[src/rtl/execute_alu_pkg.sv]
// Shared definitions for the execute-stage ALU: opcodes, condition codes,
// NZCV bit positions and the pipeline-register state encoding.
package execute_alu_pkg;

  typedef enum logic [3:0] {
    OP_AND = 4'h0,
    OP_EOR = 4'h1,
    OP_SUB = 4'h2,
    OP_RSB = 4'h3,
    OP_ADD = 4'h4,
    OP_ADC = 4'h5,
    OP_SBC = 4'h6,
    OP_RSC = 4'h7,
    OP_TST = 4'h8,
    OP_TEQ = 4'h9,
    OP_CMP = 4'hA,
    OP_CMN = 4'hB,
    OP_ORR = 4'hC,
    OP_MOV = 4'hD,
    OP_BIC = 4'hE,
    OP_MVN = 4'hF
  } alu_op_e;

  typedef enum logic [3:0] {
    CC_EQ = 4'h0,
    CC_NE = 4'h1,
    CC_CS = 4'h2,
    CC_CC = 4'h3,
    CC_MI = 4'h4,
    CC_PL = 4'h5,
    CC_VS = 4'h6,
    CC_VC = 4'h7,
    CC_HI = 4'h8,
    CC_LS = 4'h9,
    CC_GE = 4'hA,
    CC_LT = 4'hB,
    CC_GT = 4'hC,
    CC_LE = 4'hD,
    CC_AL = 4'hE,
    CC_NV = 4'hF
  } cond_e;

  localparam int FLAG_N = 3;
  localparam int FLAG_Z = 2;
  localparam int FLAG_C = 1;
  localparam int FLAG_V = 0;

  typedef enum logic {
    ST_EMPTY = 1'b0,
    ST_FULL  = 1'b1
  } state_e;

endpackage

[src/rtl/execute_alu_cond_check.sv]
// Combinational ARM condition evaluation against an NZCV value.
module cond_check
  import execute_alu_pkg::*;
(
  input  logic [3:0] cond,
  input  logic [3:0] nzcv,
  output logic       pass
);

  logic n, z, c, v;

  assign n = nzcv[FLAG_N];
  assign z = nzcv[FLAG_Z];
  assign c = nzcv[FLAG_C];
  assign v = nzcv[FLAG_V];

  // NOTE: pass gets a default before the case so no path can leave it unassigned (no latch).
  always_comb begin
    pass = 1'b0;
    case (cond_e'(cond))
      CC_EQ:   pass = z;
      CC_NE:   pass = !z;
      CC_CS:   pass = c;
      CC_CC:   pass = !c;
      CC_MI:   pass = n;
      CC_PL:   pass = !n;
      CC_VS:   pass = v;
      CC_VC:   pass = !v;
      CC_HI:   pass = c && !z;
      CC_LS:   pass = !c || z;
      CC_GE:   pass = (n == v);
      CC_LT:   pass = (n != v);
      CC_GT:   pass = !z && (n == v);
      CC_LE:   pass = z || (n != v);
      CC_AL:   pass = 1'b1;
      default: pass = 1'b0;
    endcase
  end

endmodule

[src/rtl/execute_alu.sv]
// Execute stage: ARM data-processing ALU with a one-entry valid/ready
// output register and the committed NZCV flags register.
module execute_alu
  import execute_alu_pkg::*;
#(
  parameter logic [3:0] FLAG_RESET = 4'b0000
) (
  input  logic        clk,
  input  logic        reset,
  input  logic        in_valid,
  output logic        in_ready,
  input  logic [3:0]  cond,
  input  logic [3:0]  aluOp,
  input  logic        setFlags,
  input  logic [31:0] rnData,
  input  logic [31:0] op2Data,
  input  logic        shiftCarry,
  input  logic [3:0]  rdAddr,
  output logic        out_valid,
  input  logic        out_ready,
  output logic [31:0] result,
  output logic [3:0]  out_rdAddr,
  output logic        writeEnable,
  output logic [3:0]  flags
);

  state_e      state_q, state_d;
  alu_op_e     op;
  logic        xfer;
  logic        cond_pass;
  logic        is_compare;
  logic        is_arith;
  logic [31:0] add_a, add_b;
  logic        add_cin;
  logic [32:0] sum;
  logic [31:0] logic_res;
  logic [31:0] alu_res;
  logic [3:0]  nzcv_next;
  logic        flags_we;

  assign op        = alu_op_e'(aluOp);
  assign out_valid = (state_q == ST_FULL);
  assign in_ready  = !out_valid || out_ready;
  assign xfer      = in_valid && in_ready;

  assign is_compare = op inside {OP_TST, OP_TEQ, OP_CMP, OP_CMN};
  assign is_arith   = op inside {OP_SUB, OP_RSB, OP_ADD, OP_ADC,
                                 OP_SBC, OP_RSC, OP_CMP, OP_CMN};

  cond_check u_cond_check (
    .cond (cond),
    .nzcv (flags),
    .pass (cond_pass)
  );

  // Subtraction is a + ~b + carry-in; reverse forms swap which operand is inverted.
  always_comb begin
    add_a   = rnData;
    add_b   = op2Data;
    add_cin = 1'b0;
    case (op)
      OP_ADD, OP_CMN: begin
        add_a = rnData;  add_b = op2Data;  add_cin = 1'b0;
      end
      OP_ADC: begin
        add_a = rnData;  add_b = op2Data;  add_cin = flags[FLAG_C];
      end
      OP_SUB, OP_CMP: begin
        add_a = rnData;  add_b = ~op2Data; add_cin = 1'b1;
      end
      OP_SBC: begin
        add_a = rnData;  add_b = ~op2Data; add_cin = flags[FLAG_C];
      end
      OP_RSB: begin
        add_a = op2Data; add_b = ~rnData;  add_cin = 1'b1;
      end
      OP_RSC: begin
        add_a = op2Data; add_b = ~rnData;  add_cin = flags[FLAG_C];
      end
      default: begin
        add_a = rnData;  add_b = op2Data;  add_cin = 1'b0;
      end
    endcase
  end

  assign sum = {1'b0, add_a} + {1'b0, add_b} + {32'd0, add_cin};

  always_comb begin
    logic_res = 32'd0;
    case (op)
      OP_AND, OP_TST: logic_res = rnData & op2Data;
      OP_EOR, OP_TEQ: logic_res = rnData ^ op2Data;
      OP_ORR:         logic_res = rnData | op2Data;
      OP_MOV:         logic_res = op2Data;
      OP_BIC:         logic_res = rnData & ~op2Data;
      OP_MVN:         logic_res = ~op2Data;
      default:        logic_res = 32'd0;
    endcase
  end

  assign alu_res = is_arith ? sum[31:0] : logic_res;

  always_comb begin
    nzcv_next         = flags;
    nzcv_next[FLAG_N] = alu_res[31];
    nzcv_next[FLAG_Z] = (alu_res == 32'd0);
    if (is_arith) begin
      nzcv_next[FLAG_C] = sum[32];
      nzcv_next[FLAG_V] = (add_a[31] == add_b[31]) && (sum[31] != add_a[31]);
    end else begin
      nzcv_next[FLAG_C] = shiftCarry;
    end
  end

  assign flags_we = xfer && cond_pass && (setFlags || is_compare);

  // A simultaneous drain and load keeps the register FULL with no bubble.
  always_comb begin
    state_d = state_q;
    case (state_q)
      ST_EMPTY: if (xfer) state_d = ST_FULL;
      ST_FULL:  if (out_ready && !xfer) state_d = ST_EMPTY;
      default:  state_d = ST_EMPTY;
    endcase
  end

  // NOTE: sequential state uses non-blocking assignments so every register samples pre-edge values.
  always_ff @(posedge clk or negedge reset) begin
    if (!reset) begin
      state_q     <= ST_EMPTY;
      result      <= 32'd0;
      out_rdAddr  <= 4'd0;
      writeEnable <= 1'b0;
      flags       <= FLAG_RESET;
    end else begin
      state_q <= state_d;
      if (xfer) begin
        result      <= alu_res;
        out_rdAddr  <= rdAddr;
        writeEnable <= cond_pass && !is_compare;
      end
      if (flags_we) flags <= nzcv_next;
    end
  end

endmodule

[config.mk]
export PLATFORM = sky130hd
export DESIGN_NAME = execute_alu
export DESIGN_NICKNAME = d
export VERILOG_FILES = /design/src/rtl/execute_alu_pkg.sv /design/src/rtl/execute_alu_cond_check.sv /design/src/rtl/execute_alu.sv
export SDC_FILE = /design/constraint.sdc
export NUM_CORES = 1
export LEC_CHECK = 0
export ABC_AREA = 1
export BUFFER_PORTS_ARGS = -buffer_cell sky130_fd_sc_hd__buf_4
export CORE_MARGIN = 5
export CORE_UTILIZATION = 35
export CTS_CLUSTER_DIAMETER = 120
export CTS_CLUSTER_SIZE = 16
export DETAILED_ROUTE_END_ITERATION = 7
export MAX_ROUTING_LAYER = met4
export PLACE_DENSITY = 0.63
export SYNTH_ARGS = -nofsm -noshare
export SYNTH_HDL_FRONTEND = slang
export SYNTH_SLANG_ARGS = --single-unit
[constraint.sdc]
create_clock -name clk -period 4.4 [get_ports clk]
set_input_delay 1.32 -clock clk [delete_from_list [all_inputs] [get_ports clk]]
set_output_delay 1.32 -clock clk [all_outputs]
set_load 0.05 [all_outputs]
== After elaboration in Yosys (flattened, before gate mapping) ==
Index checks and enable logic that the tools add are counted.
Word-level totals
  input port bits: 82
  RAM bits: 0
  memory bits (read-only): 0
  register bits after elaboration: 42
  output and inout bits: 43
  memories kept: 0
  latch bits: 0
  word-level logic and storage cells: 89
Operators by class
  magnitude comparators: 0
  bitwise gates (word level): 7
  add/subtract/negate cells: 2
  equal/unequal tests: 33
  muxes and demuxes: 10
  div/mod/pow operators: 0
  shift-type cells: 0
  multipliers: 0
  reductions and logical operators: 31
Operators by type and width (number)
  $pmux 32 s6: 1
  $and 32x32->32: 2
  $mux 32: 2
  $not 32->32: 2
  $pmux 32 s2: 1
  $eq 4x4->1 const B: 15
  $add 32x32->33: 1
  $add 33x1->33: 1
  $eq 4x3->1 const B: 8
  $logic_not 32->1: 1
  $or 32x32->32: 1
  $xor 32x32->32: 1
  $eq 4x2->1 const B: 4
  $pmux 1 s15: 1
  $reduce_or 3->1: 3
  $eq 4x1->1 const B: 2
  $logic_and 1x1->1: 8
  $logic_not 4->1: 2
  $reduce_bool 8->1: 1
  $logic_not 1->1: 7
  $reduce_or 2->1: 3
  $logic_or 1x1->1: 4
  $pmux 1 s2: 2
  $reduce_bool 4->1: 1
  5 further kinds: 9

== Logic depth before layout (Yosys ltp) ==
  depth in word-level cells: 7
  gate-level depth with buffers: 28

== Hierarchy ==
From an unflattened synthesis, not the netlist that was laid out.
Unflattened totals
  cells, all modules: 1339
  area total of the unflattened synthesis: 7462.2 sq um
By module, submodules not included
  execute_alu: times used 1, cells an instance 1284, area each 7233.2 sq um
  cond_check: times used 1, cells an instance 55, area each 229.0 sq um

== Worst setup path after synthesis ==
OpenSTA, ideal clock, no wires.
  path type: in2reg
  start point: input aluOp[0]
  end point: register flags[2]
  arrival time: 4.273 ns
  cell stages on the path: 28
  required time: 4.332 ns
  library setup time: 0.068 ns
  slack: 0.060 ns
  cell sequence: buf_4 > nand2_1 > nor2_1 > buf_2 > inv_2 > clkbuf_1 > o22ai_1 > a31oi_1 > fa_1 > inv_1 > fa_1 > nand2_1 > nand2_1 > nand3_1 > nand2_1 > nand2_1 > nand2_1 > nand2_1 > nand2_1 > nand2_1 > nand2_1 > nand2_1 > nand2_1 > nor2_1 > nand2_1 > nor2_1 > nand3_1 > nand2_1
On the way
  cells in the longest elaborated chain, start to end: 7
  elaborated cells between the ends (all ways): 34
RTL lines
  from (decl): RTL line execute_alu.sv:13  | input logic [3:0] aluOp,
  $eq 4x2->1, or another cell as far along: RTL line execute_alu.sv:47, execute_alu.sv:61
  $reduce_or 3->1 (no line) / $reduce_or 2->1 (equally long branches)
  $pmux 32 s2 / $mux 32 (equally long branches): RTL line execute_alu.sv:61  | case (op)
  $add 32x32->33: RTL line execute_alu.sv:86  | assign sum = {1'b0, add_a} + {1'b0, add_b} + {32'd0, add_cin};
  $add 33x1->33: RTL line execute_alu.sv:86
  $mux 32: RTL line execute_alu.sv:101  | assign alu_res = is_arith ? sum[31:0] : logic_res;
  $logic_not 32->1: RTL line execute_alu.sv:106  | nzcv_next[FLAG_Z] = (alu_res == 32'd0);
  to (signal assigned): RTL line execute_alu.sv:142  | if (flags_we) flags <= nzcv_next;
  to (decl): RTL line execute_alu.sv:24  | output logic [3:0] flags
Parallel ways exist; a longest one is shown, timed or not.
A chain may end at the register's enable or synchronous reset.

== Worst setup path after layout ==
  start point: input aluOp[1]
  end point: register flags[2]
The elaborated chain is that of the path after synthesis.

==> impl_metrics.py <==
metrics = {
    "synthesis": {
        "synth_cells": 1341,
        "synth_common_cells": "nand2_1 (442), inv_1 (218), nor2_1 (105), o21ai_0 (98), nand3_1 (86)",
        "async_reset_ff_share_pct": 100,
        "yosysUniqueCellTypes": 37,
        "synth-edff-count": 0,
        "synth_largest_area_cell": "nand2_1",
        "syn_area_per_cell_um2": 5.53,
        "yosys_warnings": 0,
        "synth_top_area_share_pct": 22.4,
        "syn-num-nets": 1488,
        "ys_ff_latch": 42,
        "ys_seq_area_share_pct": 14.2,
        "synth_area_leaders": "nand2_1 (22%), dfrtp_1 (14%), inv_1 (11%)",
        "netlist_area_mm2": 0.00741,
        "ys.flop_type": "dfrtp_1",
        "synth.most_common_cell": "nand2_1",
    },
    "timing": {
        "slew_viol_final": 0,
        "finalCritPeriodShare_pct": 92.9,
        "worst_pin_slew_ps": 675,
        "skew_ps": 4.29,
        "rsz0062_at_grt": "false",
        "fin_setup_tns_ps": 0,
        "timing_hold_violations_final": 0,
        "setup_viol": 0,
        "min_period_ps": 4090,
        "slew_headroom_pct": 54.9,
        "fmax_mhz": 245,
    },
    "clock_network": {
        "cts_resized": 0,
        "cts.sinks": 42,
        "cts_buffer_depth": 2,
        "cts_setup_buffers": 0,
        "cts_max_level": 2,
        "root_buffer": "clkbuf_16",
        "cts_tree": "done",
        "clk_pin_slew_ps": 60,
        "cts_buffers": 5,
        "clock_latency_ps": 280,
        "hold_buffers": 0,
    },
    "route": {
        "drt-initial-drc-count": 727,
        "avgViaCountPerCell": 5.23,
        "via_count": 9124,
        "drc": 0,
        "drt-total-wl_mm": 27.8,
        "wire_per_inst_um": 15.9,
        "drtPass1Iterations": 5,
        "ant_nets": 0,
    },
    "critical_path": {
        "crit_path_top_delay_cell": "ha_1",
        "path_buf_inv": 4,
        "cp_top_family": "simple AND/OR/NAND/NOR gates",
        "path_cells": "buf_4, nand2_1, nor2_4, buf_4, buf_12, o21ai_0, ha_1, nand2_1, nor2_1, nand3_1, nand3_1, nand3_1, nand2_1, nand2_1, nand3_1, nand2_1, inv_1, nand3_1, nor2_1, nand3_1, nand2_1",
        "end_kind": "flip-flop",
        "cp_max_fo": 30,
        "cp-start-kind": "input port",
        "crit_type": "input port to flip-flop",
        "slowest_delay_ps": 380,
        "critPathArrivalTime_ps": 4310,
        "worstPathRequired_ps": 4620,
    },
    "layout": {
        "final_nets": 1618,
        "diodes": 0,
        "area_delta_synth_final_pct": 22.2,
        "drive_above_1_share_pct": 15.8,
        "final_area_mm2": 0.00906,
    },
    "power_and_ir_drop": {
        "share_comb_of_total_power_pct": 64.0,
        "powerDensity_mw_per_mm2": 293,
        "switching_power_uw": 1330,
        "p_leak_uw": 0.00503,
        "ir_worst_vdd_mv": 0.163,
        "intPower_uw": 1320,
        "clkPwrFrac_pct": 15.8,
        "switching_share_pct": 50.2,
        "power_frac_seq_pct": 20.1,
    },
    "floorplan": {
        "coreArea_mm2": 0.0210,
        "dieArea_mm2": 0.0242,
        "row_count": 53,
        "start_util_pct": 35.4,
        "die_h_um": 156,
        "ios": 125,
        "chipWidth_um": 156,
    },
    "hold_path": {
        "hold_class": "flip-flop to flip-flop",
    },
    "global_route": {
        "antenna_found_initial": 0,
        "grt_start_max_net_pins": 48,
        "grt.overflow.total": 0,
        "grt_first_pass_wirelength_mm": 43.4,
        "track_usage_pct": 22.8,
        "grt_pass1_vias": 8349,
    },
    "placed_design": {
        "hpwl_mm": 22.4,
        "dpl_cell_area_mm2": 0.00889,
        "place_congestion": 1.00,
        "port_buffers": 124,
    },
    "job": {
        "cap_violations": 0,
    },
    "run_status": {
        "outcome": "finished clean",
    },
}
==> final timing paths <==
check,startpoint,to,slack [ps],cells after the start
setup / recovery,aluOp[1],flags[2],310,21
hold / removal,out_rdAddr[0],out_rdAddr[0],480,2
setup reg to reg,flags[1],flags[2],1170,22
hold reg to reg,out_rdAddr[0],out_rdAddr[0],480,2
max in group asynchronous,reset,out_rdAddr[1],3030,1
min in group asynchronous,reset,result[3],1010,1
==> through the flow <==
step	instances	setup slack, ps	total power, uW	hold slack, ps	util (%)
detailed placement	1739	27.7	2220	473	42.4
finish	1746	314	2650	482	43.2
CTS	1746	317	2650	487	43.2
global placement	1739	62.2	2210	464	42.4
global route	1746	13.6	2850	528	43.2
floorplan	1341	59.6	1640	760	-
==> cells by family (layout without fill, tap and decap cells) <==
kind of cell / Yosys count / after routing / share of synthesized area, %
AND/OR/NAND/NOR: 690 / 690 / 38.4
buffers and inverters: 271 / 401 / 14.2
XOR/XNOR: 4 / 4 / 0.473
adder cells (fa/ha/maj): 65 / 65 / 11.2
flip-flops: 42 / 42 / 14.2
AO/OA/AOI/OAI: 269 / 269 / 21.6
==> area by class of cell <==
| cell class | count | area (um^2) |
|---|---|---|
| inverter | 225 | 845 |
| tap | 275 | 344 |
| sequential | 42 | 1050 |
| fill | 2292 | 11900 |
| clock inverter | 1 | 30.0 |
| multi-input combinational | 1028 | 5320 |
| clock buffer | 6 | 139 |
| timing repair buffer | 169 | 1330 |
==> power groups by stage <==
stage          logic, uW  registers (uW)  clock network, uW
2_1_floorplan        799             837                  0
3_3_place_gp        1670             537                  0
3_5_place_dp        1680             540                  0
4_1_cts             1690             534                424
5_1_grt             1870             545                442
6_report            1700             534                420
==> placed cells by master, fill, tap and decap left out, drive strengths merged, types with 38 or more instances in the layout <==
cell type and n:
nand2 446, a21oi 61, o21ai 101, buf 169, dfrtp 42, nand3 86
nor2 108, o22ai 38, inv 224, ha 63
==> worst reg2reg max path, delay by kind of cell, from the launching register on <==
kind                       cells  cell delay [ps]
adders and majority gates      2              630
DFF                            1              380
buffers and inverters          3              320
AOI/OAI and AO/OA              2              350
and+or+nand+nor               15             1490
==> sequential cells by signal (all words and copies together) (netlist names) <==
name         cells
out_valid        1
result          32
flags            4
out_rdAddr       4
writeEnable      1
==> metal layers <==
| metal | track usage, % | vias up | share of wire [%] |
|---|---|---|---|
| met4 | 6.34 | 0 | 2.6 |
| met2 | 36.9 | 285 | 46 |
| met1 | 30.9 | 4171 | 45 |
| met5 | - | - | 0 |
| li1 | - | 4629 | - |
| met3 | 1.67 | 39 | 6.4 |
No activity file was read; power rests on OpenSTA's default activity.
